<file path="config.mk">
export PLATFORM = sky130hd
export DESIGN_NAME = f1_light_seq
export DESIGN_NICKNAME = d
export VERILOG_FILES = /design/src/rtl/f1_light_seq.sv
export SDC_FILE = /design/constraint.sdc
export NUM_CORES = 1
export LEC_CHECK = 0
export BUFFER_PORTS_ARGS = -buffer_cell sky130_fd_sc_hd__buf_2
export CAP_MARGIN = 20
export CORE_UTILIZATION = 52
export DETAILED_ROUTE_END_ITERATION = 6
export PLACE_DENSITY = 0.83
export SLEW_MARGIN = 20
export SYNTH_ARGS = -nofsm -noshare
export SYNTH_HDL_FRONTEND = slang
export SYNTH_SLANG_ARGS = --single-unit
</file>
<file path="constraint.sdc">
create_clock -name clk_i -period 1.8 [get_ports clk_i]
set_input_delay 0.36 -clock clk_i [delete_from_list [all_inputs] [get_ports clk_i]]
set_output_delay 0.36 -clock clk_i [all_outputs]
set_load 0.02 [all_outputs]
</file>
<file path="src/rtl/f1_light_seq.sv">
// f1_light_seq -- F1 start-light sequencer with reaction timer.
//
// A trigger starts the sequence: lights fill one per en tick, all lights stay
// on for HOLD_MIN plus a pseudo-random number of en ticks, then all lights go
// out. The clk cycles until react are counted and reported. A react before
// lights-out is a jump start.
//
// Ports:
//   clk_i         sole clock, rising edge
//   rst_ni        asynchronous active-low reset
//   en_i          step strobe from an external prescaler (one-cycle pulse)
//   trigger_i     start request, honoured only in IDLE / DONE
//   react_i       driver response
//   data_out_o    light pattern, bit 0 is the first light
//   cmd_seq_o     high while lights are filling
//   cmd_delay_o   high during the random all-on hold
//   busy_o        high in FILL, HOLD and TIMING
//   time_out_o    last reaction time in clk cycles (all ones on jump start)
//   time_valid_o  one-cycle pulse when time_out_o is updated
//   jump_start_o  sticky: react seen before lights out
module f1_light_seq #(
  parameter int N_LIGHTS = 8,
  parameter int HOLD_MIN = 2,
  parameter int HOLD_RW  = 3,
  parameter int TIME_W   = 16
) (
  input  logic                clk_i,
  input  logic                rst_ni,
  input  logic                en_i,
  input  logic                trigger_i,
  input  logic                react_i,
  output logic [N_LIGHTS-1:0] data_out_o,
  output logic                cmd_seq_o,
  output logic                cmd_delay_o,
  output logic                busy_o,
  output logic [TIME_W-1:0]   time_out_o,
  output logic                time_valid_o,
  output logic                jump_start_o
);

  // Wide enough for the largest hold load, HOLD_MIN + 2^HOLD_RW - 1.
  localparam int HC_W = $clog2(HOLD_MIN + (1 << HOLD_RW));

  typedef enum logic [2:0] {S_IDLE, S_FILL, S_HOLD, S_TIMING, S_DONE} state_e;

  state_e              state_q, state_d;
  logic [N_LIGHTS-1:0] data_q, data_d, data_shl;
  logic [HC_W-1:0]     hold_q, hold_d;
  logic [TIME_W-1:0]   timer_q, timer_d;
  logic [TIME_W-1:0]   tout_q, tout_d;
  logic                tv_q, tv_d;
  logic                js_q, js_d;
  logic [15:0]         lfsr_q, lfsr_d;

  // State register and datapath registers.
  always_ff @(posedge clk_i or negedge rst_ni) begin
    if (!rst_ni) begin
      state_q <= S_IDLE;
      data_q  <= '0;
      hold_q  <= '0;
      timer_q <= '0;
      tout_q  <= '0;
      tv_q    <= 1'b0;
      js_q    <= 1'b0;
      lfsr_q  <= 16'hACE1;
    end else begin
      state_q <= state_d;
      data_q  <= data_d;
      hold_q  <= hold_d;
      timer_q <= timer_d;
      tout_q  <= tout_d;
      tv_q    <= tv_d;
      js_q    <= js_d;
      lfsr_q  <= lfsr_d;
    end
  end

  assign data_shl = {data_q[N_LIGHTS-2:0], 1'b1};

  // Next-state logic.
  always_comb begin
    state_d = state_q;
    data_d  = data_q;
    hold_d  = hold_q;
    timer_d = timer_q;
    tout_d  = tout_q;
    tv_d    = 1'b0;
    js_d    = js_q;
    // Fibonacci LFSR, taps 16,14,13,11; free-running in every state.
    lfsr_d  = {lfsr_q[14:0], lfsr_q[15] ^ lfsr_q[13] ^ lfsr_q[12] ^ lfsr_q[10]};

    case (state_q)
      S_IDLE, S_DONE: begin
        if (trigger_i) begin
          state_d = S_FILL;
          data_d  = N_LIGHTS'(1);
          js_d    = 1'b0;
        end
      end
      S_FILL, S_HOLD: begin
        // react beats a coincident en: it is a jump start either way.
        if (react_i) begin
          state_d = S_DONE;
          data_d  = '0;
          js_d    = 1'b1;
          tout_d  = '1;
          tv_d    = 1'b1;
        end else if (en_i) begin
          if (state_q == S_FILL) begin
            data_d = data_shl;
            if (&data_shl) begin
              state_d = S_HOLD;
              hold_d  = HC_W'(HOLD_MIN) + HC_W'(lfsr_q[HOLD_RW-1:0]);
            end
          end else if (hold_q == HC_W'(1)) begin
            state_d = S_TIMING;
            data_d  = '0;
            timer_d = '0;
          end else begin
            hold_d = hold_q - HC_W'(1);
          end
        end
      end
      S_TIMING: begin
        if (react_i) begin
          state_d = S_DONE;
          tout_d  = timer_q;
          tv_d    = 1'b1;
        end else if (timer_q != '1) begin
          timer_d = timer_q + TIME_W'(1);
        end
      end
      default: state_d = S_IDLE;
    endcase
  end

  // Outputs decoded from registered state only.
  always_comb begin
    cmd_seq_o   = (state_q == S_FILL);
    cmd_delay_o = (state_q == S_HOLD);
    busy_o      = (state_q == S_FILL) || (state_q == S_HOLD) || (state_q == S_TIMING);
  end

  assign data_out_o   = data_q;
  assign time_out_o   = tout_q;
  assign time_valid_o = tv_q;
  assign jump_start_o = js_q;

endmodule
</file>
==> results.toml <==
[logic_synthesis]
post_synth_num_cell_types = 61
synth_edf_count = 0
synth_simple_gate_area_share_pct = 18.3
synthArstFlopShare_pct = 100
syn_inst = 280
synth_top_family_by_area = "compound AO/OA/AOI/OAI gates"
synth-compound-area-share_pct = 19.3
yosys.area.top_type = "dfrtp_1"
muxShareOfSynthArea_pct = 2.74
ys_seq_area_share_pct = 53.4
ys.flop_type = "dfrtp_1"
synth_top_area_share_pct = 46.6
synth-xor-area-share_pct = 1.14
synth_seq_cells = 65
syn_area_per_cell_um2 = 10.9
synthTopCellsByArea = "dfrtp_1, dfstp_2, o22a_1, a31oi_1, nand2_1"
syn_area_um2 = 3060
ys_warn_count = 0
syn_nets = 289
synthAdderAreaFrac_pct = 1.63

[layout]
seqCellArea_um2 = 1640
final_cell_mix = "dfrtp_1, buf_4, buf_2"
fin_nets = 357
multi_input_area_um2 = 1380
drive_gt1_share_pct = 34.6
fin_util_pct = 69.1
diodes = 0
layout.cells.most_common = "dfrtp_1"
n_fill_cell = 417
area_growth_pct = 26.5

[placement]
place.gp.congestion = 0.893
io_buffer_count = 33
dp_hpwl_um = 4860

[worst_setup_path]
cpMostUsedCell = "buf_6"
cp-start-kind = "flip-flop"
crit_chain = "or3b_4 -> inv_4 -> buf_6 -> buf_6"
critPathRequiredTime_ns = 1.44
critPathMaxStageDelay_ns = 0.45
crit_slowest_cell = "or3b_4"
critical-path-top-delay-family = "simple AND/OR/NAND/NOR gates"
cp_max_fo = 4
cp_num_buf_inv = 3
critPathKind = "reg2out"
arrival_ns = 1.52
worstSetupEndpointType = "output pin"
cp.depth = 4
rr_worst_depth = 5

[die]
num_rows = 27
io_pins = 34
die_area_um2 = 6200
die_width_um = 78.8
fp.coreArea_um2 = 5610
die_h_um = 78.8
start_util_pct = 54.6

[timing]
timing.final.crit_share_pct = 104
max_freq_ghz = 0.532
hold_viol = 0
slew_headroom_pct = 65.0
rsz0062_at_grt = "yes"
final.min_clock_period_ns = 1.88
drv_slew = 0
worstMarginPinSlew_ns = 0.525
fin_skew_ns = 0.0110
fin_ws_ns = -0.0787
hold_slack_ns = 0.306
finalSetupViolations = 1

[drt]
wl_per_cell_um = 17.3
routed_via_density = 6.07
drtAntennaViolNets = 0
routed_wl_um = 7350
drc_errors = 0
drt_first_pass_iters = 4
vias = 2581
drtIter0Drc = 189

[min_path]
holdPathStages = 3
hold_class = "in2reg"

[cts]
cts_tree = "yes"
clockRootBuffer = "clkbuf_8"
clkTransAtPathRegs_ns = 0.07
worstSkewPairLatency_ns = 0.36
clk_path_buf_depth = 2
cts_buffers = 9
clock_sink_count = 65
cts.htree.levels = 3

[grt]
gr-total-overflow = 0
grt_max_degree = 26
grt_pass1_vias = 2500
grt_usage_pct = 25.8
grt_pass1_wl_um = 12100
antenna_found_initial = 0

[status]
status = "finished, violations left"
violations = "negative setup slack"

[job]
drv_cap = 0

[power_and_ir_drop]
powerDensity_nw_per_um2 = 1130
leakage_uw = 0.00162
ir_drop_mv = 0.880
[cell usage after synthesis (3+ instances only)]
library cell / n
buf_2: 7
a31oi_1: 12
nand4_1: 7
o31ai_1: 3
or4_1: 4
dfrtp_1: 57
o311ai_0: 5
a2bb2oi_1: 4
nand2_1: 17
ha_1: 4
o31a_1: 3
o21ai_1: 3
a21o_1: 3
inv_1: 11
nand3_1: 12
clkbuf_1: 6
nor3_1: 10
and4_1: 3
nor2_1: 16
and3_1: 4
o21ai_0: 8
o22a_1: 16
dfstp_2: 8
a21oi_1: 8
mux2i_1: 5
[through the flow]
step,setup WS [ns],std cells,instance area (um2),total power [uW],TNS (ns)
6_report,-0.0787,425,3870,4390,-0.0787
5_1_grt,-0.117,425,3870,4600,-0.240
4_1_cts,-0.0901,423,3800,4270,-0.140
3_5_place_dp,0.0490,404,3530,2800,0
3_3_place_gp,0.101,404,3530,2750,0
2_1_floorplan,0.0820,280,3070,2400,0
[sequential cells by signal, summed over array words and instances (netlist names)]
name          cells
data_out_o        8
hold_q            4
jump_start_o      1
lfsr_q           16
state_q           3
time_out_o       16
time_valid_o      1
timer_q          16
[worst register-to-register path, stage by stage (launching register included)]
cell     delay, ns
dfrtp_1       0.36
ha_2          0.23
nand3_1       0.18
or4_1         0.54
a21bo_1       0.18
a31oi_1       0.19
[layout make-up]
class                      instances  area share, %
multi-input combinational        189           35.6
timing repair buffer              71           12.8
clock inverter                     7           2.65
tap                               72           2.33
clock buffer                       9           3.20
inverter                          12           1.23
sequential                        65           42.3
[what timing repair did]
item,in CTS,in global routing
pin swaps,1,4
hold buffers,1,0
buffers inserted,2,3
resized for setup,6,16
setup endpoints to repair,2,19
hold endpoints to repair,19,0
[path summary, 6_finish.rpt]
check	end	slack, ns	from
max in group asynchronous	lfsr_q[10]	0.70	rst_ni
hold / removal	jump_start_o	0.31	trigger_i
hold reg to reg	lfsr_q[10]	0.36	lfsr_q[9]
min in group asynchronous	time_out_o[5]	0.51	rst_ni
setup reg to reg	timer_q[13]	0.04	timer_q[1]
setup / recovery	cmd_seq_o	-0.08	state_q[1]
[cells by family after synthesis]
| kind of cell | count (synthesis) |
|---|---|
| compound gates | 78 |
| xor+xnor | 4 |
| fa+ha+maj | 4 |
| buf+inv | 26 |
| flops | 65 |
| mux | 8 |
| simple gates | 95 |
[metal layers]
| metal | vias to the layer above | share of wire [%] | global-route usage, % |
|---|---|---|---|
| met1 | 1279 | 44 | 34.2 |
| li1 | 1206 | - | - |
| met5 | - | 0 | 0 |
| met4 | 0 | 2.2 | 13.5 |
| met3 | 16 | 5.2 | 6.55 |
| met2 | 80 | 48 | 39.3 |
[report_power, final]
part | switching [uW] | leakage [uW] | internal [uW]
clock | 613 | 0.000116 | 795
combinational | 738 | 0.000768 | 547
sequential | 118 | 0.000740 | 1580
total | 1470 | 0.00162 | 2920
Power figures use the tool's default switching activity.
